--- config.mk ---
export PLATFORM = sky130hd
export DESIGN_NAME = mem_arbiter_flat
export DESIGN_NICKNAME = d
export VERILOG_FILES = /design/src/rtl/mem_arbiter_if.sv /design/src/rtl/mem_arbiter.sv /design/src/flat_wrapper.sv
export SDC_FILE = /design/constraint.sdc
export NUM_CORES = 1
export LEC_CHECK = 0
export CORE_ASPECT_RATIO = 1.5
export CORE_MARGIN = 2
export CORE_UTILIZATION = 40
export CTS_CLUSTER_DIAMETER = 100
export DETAILED_ROUTE_END_ITERATION = 10
export MAX_ROUTING_LAYER = met4
export PLACE_DENSITY = 0.75
export SLEW_MARGIN = 10
export SYNTH_ARGS = -nofsm -noshare
export SYNTH_HDL_FRONTEND = slang
export SYNTH_SLANG_ARGS = --single-unit
--- constraint.sdc ---
create_clock -name clk -period 1.7 [get_ports clk]
set_input_delay 0.34 -clock clk [delete_from_list [all_inputs] [get_ports clk]]
set_output_delay 0.34 -clock clk [all_outputs]
set_load 0.01 [all_outputs]
--- src/rtl/mem_arbiter_if.sv ---
// Bundle of requester-side and memory-side signals around the memory arbiter.
// The arbiter uses the slave view. Whatever plays the requesters and the
// memory uses the master view.
interface mem_arbiter_if #(
   parameter int NUM_REQ    = 2,
   parameter int ADDR_WIDTH = 6,
   parameter int DATA_WIDTH = 8
);
   logic [2*NUM_REQ-1:0]          req_op;
   logic [ADDR_WIDTH*NUM_REQ-1:0] req_addr;
   logic [DATA_WIDTH*NUM_REQ-1:0] req_data;
   logic [NUM_REQ-1:0]            gnt;
   logic [NUM_REQ-1:0]            rsp_vld;
   logic                          rsp_err;
   logic [DATA_WIDTH-1:0]         rsp_data;
   logic [1:0]                    mem_req_op;
   logic [ADDR_WIDTH-1:0]         mem_req_addr;
   logic [DATA_WIDTH-1:0]         mem_req_data;
   logic                          mem_rsp_vld;
   logic [DATA_WIDTH-1:0]         mem_rsp_data;

   modport slave (
      input  req_op, req_addr, req_data, mem_rsp_vld, mem_rsp_data,
      output gnt, rsp_vld, rsp_err, rsp_data, mem_req_op, mem_req_addr, mem_req_data
   );

   modport master (
      output req_op, req_addr, req_data, mem_rsp_vld, mem_rsp_data,
      input  gnt, rsp_vld, rsp_err, rsp_data, mem_req_op, mem_req_addr, mem_req_data
   );
endinterface

--- src/rtl/mem_arbiter.sv ---
// Round-robin arbiter that shares one memory port among NUM_REQ requesters.
// Only one transaction is in flight at a time. Each read response goes back to
// the requester that owns the read. A read with no memory response within
// TIMEOUT cycles is answered with an error response.
//
// state       | meaning
// ------------+---------------------------------------------------------------
// ST_IDLE     | sample requests, grant the next pending requester round-robin
// ST_ISSUE    | request is on mem_req_* for one cycle; requests are not sampled
// ST_WAIT_RSP | read outstanding; wait for mem_rsp_vld or the timeout
module mem_arbiter #(
   parameter int NUM_REQ    = 2,
   parameter int ADDR_WIDTH = 6,
   parameter int DATA_WIDTH = 8,
   parameter int TIMEOUT    = 15
) (
   input  logic         clk,
   input  logic         rst,
   mem_arbiter_if.slave bus
);
   localparam int IDX_W = (NUM_REQ > 1) ? $clog2(NUM_REQ) : 1;
   localparam int TMR_W = (TIMEOUT > 1) ? $clog2(TIMEOUT) : 1;

   localparam logic [1:0] OP_INVALID = 2'd0;
   localparam logic [1:0] OP_READ    = 2'd1;
   localparam logic [1:0] OP_WRITE   = 2'd2;

   typedef enum logic [1:0] {
      ST_IDLE     = 2'd0,
      ST_ISSUE    = 2'd1,
      ST_WAIT_RSP = 2'd2
   } state_t;

   state_t                 state_q, state_d;
   logic [NUM_REQ-1:0]     gnt_q, gnt_d;
   logic [NUM_REQ-1:0]     rsp_vld_q, rsp_vld_d;
   logic                   rsp_err_q, rsp_err_d;
   logic [DATA_WIDTH-1:0]  rsp_data_q, rsp_data_d;
   logic [1:0]             mem_req_op_q, mem_req_op_d;
   logic [ADDR_WIDTH-1:0]  mem_req_addr_q, mem_req_addr_d;
   logic [DATA_WIDTH-1:0]  mem_req_data_q, mem_req_data_d;
   logic [IDX_W-1:0]       owner_q, owner_d;
   logic [IDX_W-1:0]       last_q, last_d;
   logic [TMR_W-1:0]       timer_q, timer_d;

   logic [NUM_REQ-1:0]     pending;
   logic                   sel_vld;
   logic [IDX_W-1:0]       sel_idx;
   logic [1:0]             sel_op;
   logic [ADDR_WIDTH-1:0]  sel_addr;
   logic [DATA_WIDTH-1:0]  sel_data;

   // Pending means a real READ or WRITE; op code 3 counts as INVALID.
   always_comb begin
      pending = '0;
      for (int i = 0; i < NUM_REQ; i++) begin
         pending[i] = (bus.req_op[2*i +: 2] == OP_READ) ||
                      (bus.req_op[2*i +: 2] == OP_WRITE);
      end
   end

   // Round-robin pick: first pending index starting one past the last grant, with wrap.
   always_comb begin
      sel_vld  = 1'b0;
      sel_idx  = '0;
      sel_op   = OP_INVALID;
      sel_addr = '0;
      sel_data = '0;
      for (int k = 1; k <= NUM_REQ; k++) begin
         for (int i = 0; i < NUM_REQ; i++) begin
            if (!sel_vld && pending[i] && (((int'(last_q) + k) % NUM_REQ) == i)) begin
               sel_vld  = 1'b1;
               sel_idx  = IDX_W'(i);
               sel_op   = bus.req_op[2*i +: 2];
               sel_addr = bus.req_addr[ADDR_WIDTH*i +: ADDR_WIDTH];
               sel_data = bus.req_data[DATA_WIDTH*i +: DATA_WIDTH];
            end
         end
      end
   end

   // Next state and next register values of every output.
   always_comb begin
      state_d        = state_q;
      gnt_d          = '0;
      rsp_vld_d      = '0;
      rsp_err_d      = 1'b0;
      rsp_data_d     = rsp_data_q;
      mem_req_op_d   = OP_INVALID;
      mem_req_addr_d = mem_req_addr_q;
      mem_req_data_d = mem_req_data_q;
      owner_d        = owner_q;
      last_d         = last_q;
      timer_d        = timer_q;

      case (state_q)
         ST_IDLE: begin
            if (sel_vld) begin
               mem_req_op_d   = sel_op;
               mem_req_addr_d = sel_addr;
               mem_req_data_d = sel_data;
               gnt_d          = NUM_REQ'(1) << sel_idx;
               owner_d        = sel_idx;
               last_d         = sel_idx;
               state_d        = ST_ISSUE;
            end
         end

         ST_ISSUE: begin
            // Writes are fire-and-forget. Only reads wait for a response.
            timer_d = '0;
            state_d = (mem_req_op_q == OP_READ) ? ST_WAIT_RSP : ST_IDLE;
         end

         ST_WAIT_RSP: begin
            if (bus.mem_rsp_vld) begin
               rsp_vld_d  = NUM_REQ'(1) << owner_q;
               rsp_data_d = bus.mem_rsp_data;
               state_d    = ST_IDLE;
            end else if (timer_q == TMR_W'(TIMEOUT - 1)) begin
               rsp_vld_d  = NUM_REQ'(1) << owner_q;
               rsp_err_d  = 1'b1;
               rsp_data_d = '0;
               state_d    = ST_IDLE;
            end else begin
               timer_d = timer_q + TMR_W'(1);
            end
         end

         default: begin
            state_d = ST_IDLE;
         end
      endcase
   end

   // State and output registers. Reset drops any transaction in flight.
   always_ff @(posedge clk or negedge rst) begin
      if (!rst) begin
         state_q        <= ST_IDLE;
         gnt_q          <= '0;
         rsp_vld_q      <= '0;
         rsp_err_q      <= 1'b0;
         rsp_data_q     <= '0;
         mem_req_op_q   <= OP_INVALID;
         mem_req_addr_q <= '0;
         mem_req_data_q <= '0;
         owner_q        <= '0;
         last_q         <= IDX_W'(NUM_REQ - 1);
         timer_q        <= '0;
      end else begin
         state_q        <= state_d;
         gnt_q          <= gnt_d;
         rsp_vld_q      <= rsp_vld_d;
         rsp_err_q      <= rsp_err_d;
         rsp_data_q     <= rsp_data_d;
         mem_req_op_q   <= mem_req_op_d;
         mem_req_addr_q <= mem_req_addr_d;
         mem_req_data_q <= mem_req_data_d;
         owner_q        <= owner_d;
         last_q         <= last_d;
         timer_q        <= timer_d;
      end
   end

   assign bus.gnt          = gnt_q;
   assign bus.rsp_vld      = rsp_vld_q;
   assign bus.rsp_err      = rsp_err_q;
   assign bus.rsp_data     = rsp_data_q;
   assign bus.mem_req_op   = mem_req_op_q;
   assign bus.mem_req_addr = mem_req_addr_q;
   assign bus.mem_req_data = mem_req_data_q;

endmodule

--- src/flat_wrapper.sv ---
// flat-port wrapper written by rule: the top's interface ports become plain ports
module mem_arbiter_flat 
#(
   parameter int NUM_REQ    = 2,
   parameter int ADDR_WIDTH = 6,
   parameter int DATA_WIDTH = 8,
   parameter int TIMEOUT    = 15
)
  (clk, rst, bus_req_op, bus_req_addr, bus_req_data, bus_mem_rsp_vld, bus_mem_rsp_data, bus_gnt, bus_rsp_vld, bus_rsp_err, bus_rsp_data, bus_mem_req_op, bus_mem_req_addr, bus_mem_req_data);
  mem_arbiter_if #(.NUM_REQ(NUM_REQ), .ADDR_WIDTH(ADDR_WIDTH), .DATA_WIDTH(DATA_WIDTH)) bus_i ();
  input  logic clk;
  input  logic rst;
  input wire logic [$bits(bus_i.req_op)-1:0] bus_req_op;
  input wire logic [$bits(bus_i.req_addr)-1:0] bus_req_addr;
  input wire logic [$bits(bus_i.req_data)-1:0] bus_req_data;
  input wire logic [$bits(bus_i.mem_rsp_vld)-1:0] bus_mem_rsp_vld;
  input wire logic [$bits(bus_i.mem_rsp_data)-1:0] bus_mem_rsp_data;
  output wire logic [$bits(bus_i.gnt)-1:0] bus_gnt;
  output wire logic [$bits(bus_i.rsp_vld)-1:0] bus_rsp_vld;
  output wire logic [$bits(bus_i.rsp_err)-1:0] bus_rsp_err;
  output wire logic [$bits(bus_i.rsp_data)-1:0] bus_rsp_data;
  output wire logic [$bits(bus_i.mem_req_op)-1:0] bus_mem_req_op;
  output wire logic [$bits(bus_i.mem_req_addr)-1:0] bus_mem_req_addr;
  output wire logic [$bits(bus_i.mem_req_data)-1:0] bus_mem_req_data;
  assign bus_i.req_op = bus_req_op;
  assign bus_i.req_addr = bus_req_addr;
  assign bus_i.req_data = bus_req_data;
  assign bus_i.mem_rsp_vld = bus_mem_rsp_vld;
  assign bus_i.mem_rsp_data = bus_mem_rsp_data;
  assign bus_gnt = bus_i.gnt;
  assign bus_rsp_vld = bus_i.rsp_vld;
  assign bus_rsp_err = bus_i.rsp_err;
  assign bus_rsp_data = bus_i.rsp_data;
  assign bus_mem_req_op = bus_i.mem_req_op;
  assign bus_mem_req_addr = bus_i.mem_req_addr;
  assign bus_mem_req_data = bus_i.mem_req_data;
  mem_arbiter #(.NUM_REQ(NUM_REQ), .ADDR_WIDTH(ADDR_WIDTH), .DATA_WIDTH(DATA_WIDTH), .TIMEOUT(TIMEOUT)) u_core (.clk(clk), .rst(rst), .bus(bus_i));
endmodule
## Word-level counts from Yosys, hierarchy flattened

Index checks and enable logic that the tools add are counted.

| cells by class | value |
|---|---|
| reductions and logical operators | 21 |
| bitwise gates (word level) | 2 |
| shift operators | 2 |
| muxes and demuxes | 39 |
| equality and inequality tests | 14 |
| add/subtract/negate cells | 3 |

Operators with widths:

| cell | number |
|---|---|
| $logic_not A32 Y1 | 2 |
| $mux W8 | 6 |
| $mux W2 | 15 |
| $mux W6 | 4 |
| $eq A2 B2 Y1 const B | 5 |
| $mux W1 | 10 |
| $eq A2 B1 Y1 const B | 4 |
| $mux W4 | 2 |
| $pmux W4 S2 | 1 |
| $logic_and A1 B1 Y1 | 7 |
| $pmux W2 S3 | 1 |
| $reduce_and A2 Y1 | 3 |
| $add A4 B1 Y4 const B | 1 |
| $eq A4 B4 Y1 const B | 1 |
| $ne A2 B2 Y1 const B | 2 |
| $reduce_bool A2 Y1 | 2 |
| $shl A1 B1 Y2 const A | 2 |
| $logic_not A1 Y1 | 3 |
| $ne A3 B2 Y1 const B | 1 |
| $reduce_and A3 Y1 | 1 |
| $add A1 B1 Y1 const B | 2 |
| $and A1 B1 Y1 const A | 2 |
| $logic_not A2 Y1 | 1 |
| $logic_or A1 B1 Y1 | 2 |
| $ne A2 B1 Y1 const B | 1 |

| storage, ports and cells | value |
|---|---|
| register bits | 37 |
| word-level logic and storage cells | 92 |
| output and inout port bits | 29 |

## Depth between registers and ports, before layout

Gate-level depths: netlist (run 1).

| depth | value |
|---|---|
| word-level depth | 20 |
| mapped depth | 5 |
| depth with buffers taken out | 5 |

## Worst setup path before layout (run 1)

OpenSTA, ideal clock, no wires.

| path | value |
|---|---|
| path kind | reg2reg |
| start point | register u_core.state_q[1] |
| end point | register u_core.mem_req_data_q[2] (netlist: u_core.bus.mem_req_data[2]) |
| period minus slack after synthesis | 1.567 ns |
| data arrival time | 1.441 ns |
| data required time | 1.574 ns |
| cell stages (with the launch flop) | 6 |
| slack | 0.133 ns |
| setup time | 0.126 ns |
| cell sequence | dfrtp_1 -> buf_2 -> nor2_2 -> o31ai_4 -> buf_6 -> a221o_1 |

| between the ends | value |
|---|---|
| cells in the longest elaborated chain, start to end | 2 |

RTL lines:

| what | line | source |
|---|---|---|
| from (decl) | mem_arbiter.sv:34 | `state_t state_q, state_d;` |
| from (signal assigned) | mem_arbiter.sv:151 | `state_q <= state_d;` |
| $logic_not A2 Y1 | mem_arbiter.sv:96 | `case (state_q)` |
| $reduce_and A2 Y1 (no line) | -- |  |
| to (signal assigned) | mem_arbiter.sv:158 | `mem_req_data_q <= mem_req_data_d;` |
| to (decl) | mem_arbiter.sv:41 | `logic [DATA_WIDTH-1:0] mem_req_data_q, mem_req_data_d;` |

No other way between the ends.
A chain may end at the register's enable or synchronous reset.

## Worst setup path after layout (run 1)

| path | value |
|---|---|
| start point | input bus_req_op[0] |
| end point | register u_core.mem_req_addr_q[1] (netlist: u_core.bus.mem_req_addr[1]) |

| between the ends | value |
|---|---|
| cells in the longest elaborated chain, start to end | 17 |
| elaborated cells between the ends (all ways) | 22 |
| those cells by class | 2 x eq/ne; 8 x mux; 12 x reduce/logical |

RTL lines:

| what | line | source |
|---|---|---|
| from (decl) | flat_wrapper.sv:13 | `input wire logic [$bits(bus_i.req_op)-1:0] bus_req_op;` |
| $eq A2 B1 Y1 / $eq A2 B2 Y1 (equally long branches) | mem_arbiter.sv:57, mem_arbiter.sv:58 |  |
| $logic_or A1 B1 Y1 * | mem_arbiter.sv:57 | `pending[i] = (bus.req_op[2*i +: 2] == OP_READ) \|\|` |
| $logic_and A1 B1 Y1 | mem_arbiter.sv:71 | `if (!sel_vld && pending[i] && (((int'(last_q) + k) % NUM_REQ) == i)) begin` |
| $mux W1 | mem_arbiter.sv:71 |  |
| $logic_not A1 Y1 | mem_arbiter.sv:71 |  |
| $logic_and A1 B1 Y1 (2 in series) | mem_arbiter.sv:71 |  |
| $mux W1 | mem_arbiter.sv:71 |  |
| $logic_not A1 Y1 | mem_arbiter.sv:71 |  |
| $logic_and A1 B1 Y1 (2 in series) | mem_arbiter.sv:71 |  |
| $mux W1 | mem_arbiter.sv:71 |  |
| $logic_not A1 Y1 | mem_arbiter.sv:71 |  |
| $logic_and A1 B1 Y1 (2 in series) | mem_arbiter.sv:71 |  |
| $mux W1 | mem_arbiter.sv:71 |  |
| $reduce_and A2 Y1 (no line) | -- |  |
| to (signal assigned) | mem_arbiter.sv:157 | `mem_req_addr_q <= mem_req_addr_d;` |
| to (decl) | mem_arbiter.sv:40 | `logic [ADDR_WIDTH-1:0] mem_req_addr_q, mem_req_addr_d;` |

Mark *: on every way between the ends. The rest lies on a longest branch, timed or not.

==> results of run 1 <==
## cell families (layout without fill, tap and decap cells)
family                   after synthesis  after routing  synth area share
flip-flops                            37             37            0.5300
adder cells (fa/ha/maj)                2              2           0.01430
AND/OR/NAND/NOR                       20             20           0.06652
AO/OA/AOI/OAI                         60             60            0.3290
XOR/XNOR                               2              2           0.02075
buffers and inverters                 13             99           0.03934
## worst register-to-register path, delay by kind of cell (launching register included)
kind	cells	cell delay (ns)
flops	1	0.56
compound gates	2	0.47
simple gates	1	0.25
buf+inv	1	0.20
## registers in the layout, summed over array words and instances, names as in the netlist, 2 cells and up
signal,count
u_core.bus.rsp_data,8
u_core.bus.rsp_vld,2
u_core.bus.gnt,2
u_core.timer_q,4
u_core.bus.mem_req_addr,6
u_core.state_q,2
u_core.bus.mem_req_op,2
u_core.bus.mem_req_data,8
## final timing paths
check	slack, ns	depth (start not counted)	start	end
min in group clk	0.47	1	u_core.owner_q$_DFFE_PN0P_	u_core.bus.rsp_vld[0]$_DFF_PN0_
min	0.08	2	rst	u_core.bus.mem_req_data[2]$_DFFE_PN0P_
max reg2reg	0.10	4	u_core.state_q[1]$_DFFE_PN0P_	u_core.bus.mem_req_addr[1]$_DFFE_PN0P_
max in group asynchronous	1.27	2	rst	u_core.last_q$_DFFE_PN1P_
min reg2reg	0.47	1	u_core.owner_q$_DFFE_PN0P_	u_core.bus.rsp_vld[0]$_DFF_PN0_
max	0.07	5	bus_req_op[0]	u_core.bus.mem_req_addr[1]$_DFFE_PN0P_
## timing repair
action,in CTS,in global routing
endpoints found under the setup margin,19,18
pin swaps,1,1
buffers inserted,2,0
resized for setup,0,5
## layer usage
metal  share of wire  track usage
met5               0            -
met4           0.018      0.08457
met3           0.046      0.03506
met2            0.54       0.3574
met1            0.39       0.2470
## cell type report
class,instances,area [um2]
Fill cell,335,1485
Clock buffer,6,82.58
Timing Repair Buffer,87,843.3
Tap cell,46,57.56
Clock inverter,2,37.54
Inverter,4,15.01
Sequential cell,37,927.1
Multi-Input combinational cell,84,760.7
## through the flow
step           cells  worst slack, ns
6_report         266          0.07494
5_1_grt          266          0.03206
3_5_place_dp     256          -0.4391
2_1_floorplan    134           0.1328
4_1_cts          266          0.02143
3_3_place_gp     256          -0.3902
## cells in the mapped netlist (all sizes together)
cell,instances
a2111oi,2
dfrtp,36
o31ai,3
xnor2,1
inv,4
a311oi,1
nand3,4
o21ai,2
a31oi,1
a32o,1
and2,1
a22o,9
nor3,2
o2bb2ai,1
and3,2
a21oi,5
nand2b,2
nand2,1
buf,6
a211oi,1
nor2,2
or4b,1
a221o,14
nor2b,5
o2111a,14
o211a,1
xor2,1
a21o,4
dfstp,1
clkbuf,3
a31o,1
ha,2
## power groups by stage
stage	combinational [mW]	clock, mW	sequential (mW)
3_5_place_dp	1.74	0	1.45
2_1_floorplan	0.722	0	1.53
4_1_cts	1.78	0.809	1.45
6_report	1.76	0.799	1.44
5_1_grt	1.89	0.851	1.50
3_3_place_gp	1.69	0	1.45
==> results by group, run 1 <==
Placement
  – Placer congestion estimate: between 0.8 and 0.9
  – Placed inst area: around 2600 um2
  – Number of buffers inserted by port buffering: 71
  – Post-DP HPWL: 3383 um

Detailed routing
  – Per-cell routed wire length: ~17 um
  – Antenna Nets Post-Route: 0
  – Detailed router's first-iteration violation count: 37
  – Via count: 1,533
  – Wire length reported by the detailed router: between 4000 and 5000 um
  – Per-cell via count in the routed design: 5.763
  – DRC: 0
  – Number of iterations in the first detailed-routing pass: 4

Pwr
  – Power, Total: approximately 4 mW
  – Comb power frac: 0.440
  – Proportion of total power due to net switching: 0.3215
  – Register share of total power: 0.360
  – Fraction of power consumed by the clock network: 0.199
  – Total leakage power: approximately 1.2 nW
  – Worst supply voltage drop on vdd: 1.071 mV
  – Cell-internal power: between 2 and 3 mW
  – Switching Power: 1.288 mW
  – Power per Cell Area: 1471 nW/um2

Die
  – Starting utilization of the core area: 0.4156
  – Die outline area: 4929 um2
  – Std-Cell Rows: 29
  – Number of top-level design ports: 72
  – Die Height: 84.99 um
  – CORE AREA: between 4000 and 5000 um2
  – Width of the die: around 58 um

Worst hold path
  – Worst Hold Class: primary input to asynchronous set/reset pin

GRT
  – Total congestion overflow: 0
  – Number of global-route vias before repair: around 1.7k
  – First-pass GRT wire length: ~7800 um
  – Initial antenna violation count: 0
  – Maximum number of pins on one net before global-route repair: 38
  – Global routing usage summed across all routing layers: 0.2119

Clock tree
  – Number of clock buffers inserted by TritonCTS: 5
  – Total clock sinks: 37
  – CTS H-tree depth: 2
  – Clock tree buffer depth: 2
  – CTS Hold Buffers Added: 0
  – Clock Tree Root: sky130_fd_sc_hd__clkbuf_8
  – Clock-pin slew reported for the worst setup and hold paths after clock tree synthesis: roughly 0.070 ns
  – Clock tree from TritonCTS: yes
  – Clk_lat worst skew: slightly below 0.3 ns

STA
  – Final TNS setup: 0 ns
  – Worst-case clock skew: just over 0.007 ns
  – Worst slack on hold paths: slightly below 0.08 ns
  – Highest Clock Rate: 615.4 MHz
  – Slew HR: 0.6800
  – Final Max Tran Viols: 0
  – Final setup fails: 0
  – Measured slew at the worst slew-check pin: a little under 0.5 ns
  – Ratio of final minimum period to clock period: 0.9559
  – Total count of hold-check failures in the final report: 0
  – Setup repair after global routing missed its margin: no
  – Time the worst path needs with I/O delays and setup: 1.625 ns

Finish
  – Layout Utilization: 0.6471
  – Share of post-route cells with drive strength above 1: 0.1591
  – Final instance area: ~2700 um2
  – Antenna Diode Count: 0
  – Leading cell types in the layout, fill and taps excluded: 68 x sky130_fd_sc_hd__clkdlybuf4s50_1, 36 x sky130_fd_sc_hd__dfrtp_1, 15 x sky130_fd_sc_hd__buf_4
  – Final nets: 264
  – Most common cell after layout, fill and taps aside: sky130_fd_sc_hd__clkdlybuf4s50_1
  – Area growth from synthesis to final layout: 55.72%

Synthesis
  – Syn Area/Cell: ~13 um2
  – Area fraction of the dominant cell type after synthesis: 0.5150
  – Cell types with the largest area share after synthesis: sky130_fd_sc_hd__dfrtp_1 52%, sky130_fd_sc_hd__o2111a_1 9.0%, sky130_fd_sc_hd__a221o_1 8.0%
  – Net Count, Synth: 179
  – Register bit count reported by yosys: 37
  – Part of the Yosys area used for sequential elements: 0.5300
  – Post-synthesis cell count: between 100 and 150
  – Cell taking the most area after synthesis: sky130_fd_sc_hd__dfrtp_1
  – Mapped Area: 1749 um2
  – Count of unique library cells instantiated by Yosys: 36
  – Total of warnings raised by yosys: 0

Setup path
  – Path type of the worst setup path: primary input to flip-flop
  – Kind of end point of the critical path: flip-flop
  – Critical path required time: 1.87 ns
  – Peak per-stage delay on the critical path: 0.53 ns
  – Cell Chain, Critical Path: clkdlybuf4s50_1, nor2b_2, o31ai_4, buf_4, a221o_1
  – Highest-delay cell along the critical path: sky130_fd_sc_hd__clkdlybuf4s50_1
  – Buffers & Inverters on Critical Path: 2
  – Startpoint type of the worst setup path: primary input
  – Category of cells accounting for the largest share of critical-path delay: buffers and inverters
  – Critical Path Fanout Max: 14
  – Data arrival time of the critical path: about 1.8 ns

Status
  – Run status: finished clean

Flow run
  – Count of max-cap constraint violations: 0
Power figures use the tool's default switching activity.
==> inputs of run 2 (changes only) <==
- GPL_TIMING_DRIVEN: unset -> 0
==> run 2 against run 1 <==
Net effect: design area about the same; setup slack improved by 0.0051 ns; power increased by 0.49%; clock skew about the same; critical path type is now flip-flop to flip-flop; highest routed layer unchanged.
==> results by group, run 2 (synthesis gave the netlist of run 1 again) <==
Detailed routing
  – Detailed router's first-iteration violation count: 47 (+27%)
  – Wire length reported by the detailed router: 4739 um (+2.0%)
  – Via count: 1,550 (+1.1%)
  – Per-cell routed wire length: 17.88 um (+2.4%)
  – Number of iterations in the first detailed-routing pass: 4 (unchanged)
  – Antenna Nets Post-Route: 0 (unchanged)
  – Per-cell via count in the routed design: 5.849 (+1.5%)
  – DRC: 0 (unchanged)

Finish
  – Number of standard cells in the layout, taps in and fillers out: 265 (-0.38%)
  – Layout Utilization: 0.6474 (about the same)
  – Most common cell after layout, fill and taps aside: sky130_fd_sc_hd__clkdlybuf4s50_1
  – Multi-input combinational cell area: 792.0 um2 (+4.1%)
  – Leading cell types in the layout, fill and taps excluded: 66 x sky130_fd_sc_hd__clkdlybuf4s50_1, 36 x sky130_fd_sc_hd__dfrtp_1, 14 x sky130_fd_sc_hd__o2111a_1, 14 x sky130_fd_sc_hd__a221o_1, 9 x sky130_fd_sc_hd__a22o_1
  – Storage element area: 927.1 um2 (unchanged)
  – Share of post-route cells with drive strength above 1: 0.1507 (-0.008406)
  – Final instance area: 2725 um2 (about the same)
  – Final nets: 263 (-0.38%)
  – Antenna Diode Count: 0 (unchanged)
  – Area growth from synthesis to final layout: 55.79% (about the same)
  – Fillcell total: 330 (-1.5%)

Placement
  – Cell total after placement: 251 (-2.0%)
  – Number of buffers inserted by port buffering: 71 (unchanged)
  – Post-DP HPWL: 3397 um (+0.42%)
  – Placed inst area: 2512 um2 (-2.5%)
  – Placer congestion estimate: 0.8294 (+1.7%)

Clock tree
  – Clock Tree Root: sky130_fd_sc_hd__clkbuf_8
  – Total clock sinks: 37 (unchanged)
  – Clock tree from TritonCTS: yes
  – CTS Hold Buffers Added: 0 (unchanged)
  – Clk_lat worst skew: 0.29 ns (about the same)
  – Clock-pin slew reported for the worst setup and hold paths after clock tree synthesis: 0.08 ns (about the same)
  – Number of clock buffers inserted by TritonCTS: 5 (unchanged)
  – CTS H-tree depth: 2 (unchanged)
  – Clock tree buffer depth: 2 (unchanged)

STA
  – Slew HR: 0.4539 (-0.2261)
  – Measured slew at the worst slew-check pin: 0.8192 ns (+0.3392 ns)
  – Final setup fails: 0 (unchanged)
  – Worst-case clock skew: 0.007262 ns (+0.00001962 ns)
  – Total count of hold-check failures in the final report: 0 (unchanged)
  – Highest Clock Rate: 617.3 MHz (+0.32%)
  – Final TNS setup: 0 ns (unchanged)
  – Final Max Tran Viols: 0 (unchanged)
  – Setup repair after global routing missed its margin: no
  – Ratio of final minimum period to clock period: 0.9529 (-0.003004)
  – Time the worst path needs with I/O delays and setup: 1.620 ns (-0.005107 ns)

Setup path
  – Data arrival time of the critical path: 1.80 ns (about the same)
  – Timing startpoint of the critical path: u_core.last_q$_DFFE_PN1P_
  – Highest-delay cell along the critical path: sky130_fd_sc_hd__dfstp_2
  – Critical path required time: 1.88 ns (about the same)
  – Cell Chain, Critical Path: inv_1, buf_2, o2111a_1, a221o_1
  – Startpoint type of the worst setup path: flip-flop
  – Critical Path Sink: u_core.bus.mem_req_data[2]$_DFFE_PN0P_
  – Worst r2r path cells: 4 (unchanged)
  – Critical Path Fanout Max: 10 (-4)
  – Peak per-stage delay on the critical path: 0.58 ns (+0.05 ns)
  – Path type of the worst setup path: flip-flop to flip-flop
  – Critical register-to-register path endpoint: u_core.bus.mem_req_data[2]$_DFFE_PN0P_
  – Kind of end point of the critical path: flip-flop
  – Worst flop-to-flop path startpoint: u_core.last_q$_DFFE_PN1P_
  – Register-to-Register Setup Slack: 0.08 ns (-0.02 ns)

Pwr
  – Power, Total: 4.027 mW (+0.49%)
  – Fraction of power consumed by the clock network: 0.198 (about the same)
  – Cell-internal power: 2.715 mW (-0.16%)
  – Total leakage power: 1.201 nW (+1.2%)
  – Comb power frac: 0.450 (+0.010)
  – Power per Cell Area: 1478 nW/um2 (+0.44%)
  – Worst supply voltage drop on vdd: 1.227 mV (+15%)
  – Proportion of total power due to net switching: 0.3258 (+0.004337)
  – Register share of total power: 0.352 (-0.008)
  – Switching Power: 1.312 mW (+1.8%)

GRT
  – Global routing usage summed across all routing layers: 0.2112 (-0.0007121)
  – Maximum number of pins on one net before global-route repair: 38 (unchanged)
  – Initial antenna violation count: 0 (unchanged)
  – Number of global-route vias before repair: 1,708 (+1.6%)
  – Total congestion overflow: 0 (unchanged)
  – First-pass GRT wire length: 7803 um (-0.36%)

Die
  – Starting utilization of the core area: 0.4156 (unchanged)
  – Std-Cell Rows: 29 (unchanged)
  – Die Height: 84.99 um (unchanged)
  – Die outline area: 4929 um2 (unchanged)
  – CORE AREA: 4209 um2 (unchanged)
  – Number of top-level design ports: 72 (unchanged)
  – Width of the die: 58.00 um (unchanged)

Flow run
  – Count of max-cap constraint violations: 0 (unchanged)

Status
  – Run status: finished clean

Worst hold path
  – Worst Hold Class: primary input to asynchronous set/reset pin
[run 2: changes by cell type in the layout (fill, tap and decap cells not counted), sizes merged]
cell and change:
buf -3, clkbuf +2, clkdlybuf4s50 -2, dlygate4sd2 +1, dlymetal6s2s +1
[run 2: metrics by stage]
stage	setup slack, ns	hold WS [ns]
2_1_floorplan	0.1328	0.04441
3_3_place_gp	-0.5025	0.4417
3_5_place_dp	-0.5165	0.4507
4_1_cts	0.02185	0.1612
5_1_grt	0.005225	0.1951
6_report	0.08005	0.1339
[run 2: final cells by class]
cell class	count	share of cell area
Multi-Input combinational cell	84	0.2906
Timing Repair Buffer	77	0.2778
Clock inverter	2	0.01377
Clock buffer	6	0.03030
Sequential cell	37	0.3402
Tap cell	46	0.02112
Inverter	4	0.005510
Buffer	9	0.02066
[run 2: power by group through the flow]
stage	Clock, mW	Combinational (mW)	Sequential (mW)
floorplan	0	0.722	1.53
global placement	0	1.68	1.41
detailed placement	0	1.72	1.43
finish	0.797	1.81	1.42
CTS	0.822	1.78	1.42
global route	0.855	1.92	1.46
[run 2: worst min-delay path by stage]
stage / startpoint / to / depth (start not counted)
after CTS: rst / u_core.bus.mem_req_data[5]$_DFFE_PN0P_ / 1
after global routing: rst / u_core.bus.mem_req_data[5]$_DFFE_PN0P_ / 1
after floorplan: rst / u_core.bus.gnt[0]$_DFF_PN0_ / 0
final: rst / u_core.bus.mem_req_data[5]$_DFFE_PN0P_ / 1
after global placement: u_core.owner_q$_DFFE_PN0P_ / u_core.bus.rsp_vld[0]$_DFF_PN0_ / 1
after detailed placement: u_core.owner_q$_DFFE_PN0P_ / u_core.bus.rsp_vld[0]$_DFF_PN0_ / 1
[run 2: what timing repair did]
action                     in CTS  in global routing
resized for setup               5                 11
buffers inserted                5                  1
cloned                          0                  0
setup endpoints to repair      18                 14
pin swaps                       3                  2
[run 2: critical path, delay by kind of cell (launching register included)]
kind / cells / cell delay, ns
buffers and inverters: 2 / 0.38
DFF: 1 / 0.58
AOI/OAI and AO/OA: 2 / 0.54
[run 2: per-layer routing]
| metal | up-vias | part of all wire | track usage |
|---|---|---|---|
| met2 | 55 | 0.55 | 0.3678 |
| met1 | 768 | 0.38 | 0.2250 |
| met5 | - | 0 | - |
| li1 | 717 | - | - |
| met4 | 0 | 0.019 | 0.08668 |
| met3 | 10 | 0.045 | 0.04878 |
==> inputs of run 3 (changes only) <==
==> constraint.sdc (replaced) <==
create_clock -name clk -period 1.7 [get_ports clk]
set_input_delay 0.255 -clock clk [delete_from_list [all_inputs] [get_ports clk]]
set_output_delay 0.255 -clock clk [all_outputs]
set_load 0.01 [all_outputs]
==> run 3 against run 2 <==
Net effect: highest routed layer unchanged; power is essentially flat; clock-buffer cell count did not move; clock power barely moved; critical path depth increased by 1; utilization decreased by 0.71 points; fmax decreased by 1.7%.
==> results by group, run 3 (synthesis gave the netlist of run 1 again) <==
Status
  – Run status: finished clean

STA
  – Worst setup margin: 0.05222 ns (-0.02783 ns)
  – Total count of hold-check failures in the final report: 0 (unchanged)
  – Slew HR: 0.4523 (-0.001527)
  – Measured slew at the worst slew-check pin: 0.8215 ns (+0.002289 ns)
  – Worst-case clock skew: 0.008963 ns (+0.001702 ns)
  – Ratio of final minimum period to clock period: 0.9693 (+0.01637)
  – Final Max Tran Viols: 0 (unchanged)
  – Final setup fails: 0 (unchanged)
  – Highest Clock Rate: 606.9 MHz (-1.7%)
  – Time the worst path needs with I/O delays and setup: 1.648 ns (+0.02783 ns)
  – Final TNS setup: 0 ns (unchanged)

Setup path
  – Buffers & Inverters on Critical Path: 2 (unchanged)
  – Critical path required time: 1.88 ns (about the same)
  – Category of cells accounting for the largest share of critical-path delay: buffers and inverters
  – Highest-delay cell along the critical path: sky130_fd_sc_hd__clkdlybuf4s50_1
  – Cell Chain, Critical Path: clkdlybuf4s50_1, xor2_4, o31ai_4, buf_6, a221o_1
  – Kind of end point of the critical path: flip-flop
  – Path type of the worst setup path: primary input to flip-flop
  – Startpoint type of the worst setup path: primary input
  – Critical Path Fanout Max: 10 (unchanged)
  – Data arrival time of the critical path: 1.82 ns (+0.02 ns)
  – Peak per-stage delay on the critical path: 0.64 ns (+0.06 ns)

Pwr
  – Proportion of total power due to net switching: 0.3245 (-0.001280)
  – Worst supply voltage drop on vdd: 1.231 mV (+0.34%)
  – Total leakage power: 1.158 nW (-3.6%)
  – Cell-internal power: 2.720 mW (+0.18%)
  – Power per Cell Area: 1494 nW/um2 (+1.1%)
  – Register share of total power: 0.353 (about the same)
  – Switching Power: 1.307 mW (-0.40%)
  – Comb power frac: 0.449 (about the same)
  – Fraction of power consumed by the clock network: 0.198 (about the same)

GRT
  – Global-route met2 utilization: 0.3502 (-0.01756)
  – Initial antenna violation count: 0 (unchanged)
  – Global routing usage summed across all routing layers: 0.2044 (-0.006761)
  – First-pass GRT wire length: 7638 um (-2.1%)
  – Met1 GRT Util: 0.2270 (+0.001982)
  – Total congestion overflow: 0 (unchanged)
  – Global-route layer with the greatest usage: met2
  – Number of global-route vias before repair: 1,666 (-2.5%)
  – Met3 track demand over resource in global routing: 0.04116 (-0.007622)
  – Maximum number of pins on one net before global-route repair: 38 (unchanged)

Clock tree
  – Clock tree from TritonCTS: yes
  – Clk_lat worst skew: 0.29 ns (about the same)
  – Total clock sinks: 37 (unchanged)
  – Clock tree buffer depth: 2 (unchanged)
  – CTS H-tree depth: 2 (unchanged)
  – Clock-pin slew reported for the worst setup and hold paths after clock tree synthesis: 0.08 ns (about the same)
  – Clock Tree Root: sky130_fd_sc_hd__clkbuf_8
  – Number of clock buffers inserted by TritonCTS: 5 (unchanged)

Placement
  – Placed inst area: 2512 um2 (unchanged)
  – Placer congestion estimate: 0.8294 (unchanged)
  – Cell total after placement: 251 (unchanged)
  – Number of buffers inserted by port buffering: 71 (unchanged)
  – Post-DP HPWL: 3397 um (unchanged)
  – Worst slack at placement: -0.4315 ns (+0.08500 ns)

Worst hold path
  – Worst Hold Class: primary input to asynchronous set/reset pin

Finish
  – Area growth from synthesis to final layout: 54.08%
  – Fillcell total: 334 (+1.2%)
  – Final instance area: 2695 um2 (-1.1%)
  – Leading cell types in the layout, fill and taps excluded: 70 x sky130_fd_sc_hd__clkdlybuf4s50_1, 36 x sky130_fd_sc_hd__dfrtp_1, 14 x sky130_fd_sc_hd__o2111a_1, 14 x sky130_fd_sc_hd__a221o_1, 9 x sky130_fd_sc_hd__a22o_1
  – Share of post-route cells with drive strength above 1: 0.1429 (-0.007828)
  – Final nets: 261 (-0.76%)
  – Most common cell after layout, fill and taps aside: sky130_fd_sc_hd__clkdlybuf4s50_1
  – Layout Utilization: 0.6403 (-0.007135)
  – Antenna Diode Count: 0 (unchanged)
  – Number of standard cells in the layout, taps in and fillers out: 263 (-0.75%)

Detailed routing
  – Detailed router's first-iteration violation count: 60 (+28%)
  – Per-cell routed wire length: 17.50 um (-2.1%)
  – Per-cell via count in the routed design: 5.882 (+0.57%)
  – Via count: 1,547 (-0.19%)
  – DRC: 0 (unchanged)
  – Antenna Nets Post-Route: 0 (unchanged)
  – Wire length reported by the detailed router: 4603 um (-2.9%)
  – Number of iterations in the first detailed-routing pass: 4 (unchanged)

Die
  – Width of the die: 58.00 um (unchanged)
  – Die Height: 84.99 um (unchanged)
  – Starting utilization of the core area: 0.4156 (unchanged)
  – Die outline area: 4929 um2 (unchanged)
  – Number of top-level design ports: 72 (unchanged)
  – CORE AREA: 4209 um2 (unchanged)
  – Std-Cell Rows: 29 (unchanged)

Flow run
  – Count of max-cap constraint violations: 0 (unchanged)
==> run 3: timing repair <==
action,CTS,global route
setup endpoints to repair,12,15
setup buffers,3,1
resized for setup,4,5
hold buffers,0,0
pin swaps,2,1
==> run 3: layer usage <==
metal  routed length, um  vias to the layer above
met4                  80                        0
met2                2474                       55
met3                 220                        8
met1                1827                      776
li1                    -                      708
met5                   0                        -
==> run 3: worst paths after layout <==
kind,depth (start not counted),end,slack [ns],from
worst max-delay path,5,u_core.bus.mem_req_data[6]$_DFFE_PN0P_,0.05,bus_req_op[2]
worst min-delay path,1,u_core.bus.mem_req_data[5]$_DFFE_PN0P_,0.05,rst
worst max register to register,5,u_core.bus.mem_req_data[6]$_DFFE_PN0P_,0.08,u_core.state_q[1]$_DFFE_PN0P_
worst min register to register,1,u_core.bus.rsp_vld[0]$_DFF_PN0_,0.47,u_core.owner_q$_DFFE_PN0P_
max in group asynchronous,1,u_core.bus.mem_req_addr[5]$_DFFE_PN0P_,1.12,rst
min in group clk,1,u_core.bus.rsp_vld[0]$_DFF_PN0_,0.47,u_core.owner_q$_DFFE_PN0P_
==> run 3: worst reg2reg max path: stages (launching register included) <==
cell,delay [ns]
sky130_fd_sc_hd__dfrtp_1,0.43
sky130_fd_sc_hd__buf_2,0.21
sky130_fd_sc_hd__nor2_4,0.22
sky130_fd_sc_hd__o31ai_4,0.15
sky130_fd_sc_hd__buf_6,0.17
sky130_fd_sc_hd__a221o_1,0.35
==> run 3: stage by stage <==
| stage | hold WS (ns) | power [mW] |
|---|---|---|
| 2_1_floorplan | -0.04059 | 2.252 |
| 3_3_place_gp | 0.4417 | 3.088 |
| 3_5_place_dp | 0.4001 | 3.149 |
| 4_1_cts | 0.07618 | 4.008 |
| 5_1_grt | 0.1161 | 4.237 |
| 6_report | 0.05382 | 4.027 |
==> run 3: layout make-up <==
cell class / count / area (um2) / area share
Sequential cell: 37 / 927.1 / 0.3440
Multi-Input combinational cell: 84 / 770.7 / 0.2860
Timing Repair Buffer: 75 / 748.2 / 0.2776
Clock buffer: 6 / 82.58 / 0.03064
Tap cell: 46 / 57.56 / 0.02136
Buffer: 9 / 56.30 / 0.02089
Clock inverter: 2 / 37.54 / 0.01393
Inverter: 4 / 15.01 / 0.005571
==> run 3: power groups by stage <==
stage	sequential, mW	clock [mW]	combinational [mW]
final	1.42	0.799	1.81
after global placement	1.41	0	1.68
after detailed placement	1.43	0	1.72
after floorplan	1.53	0	0.722
after global routing	1.46	0.852	1.92
after CTS	1.42	0.822	1.77
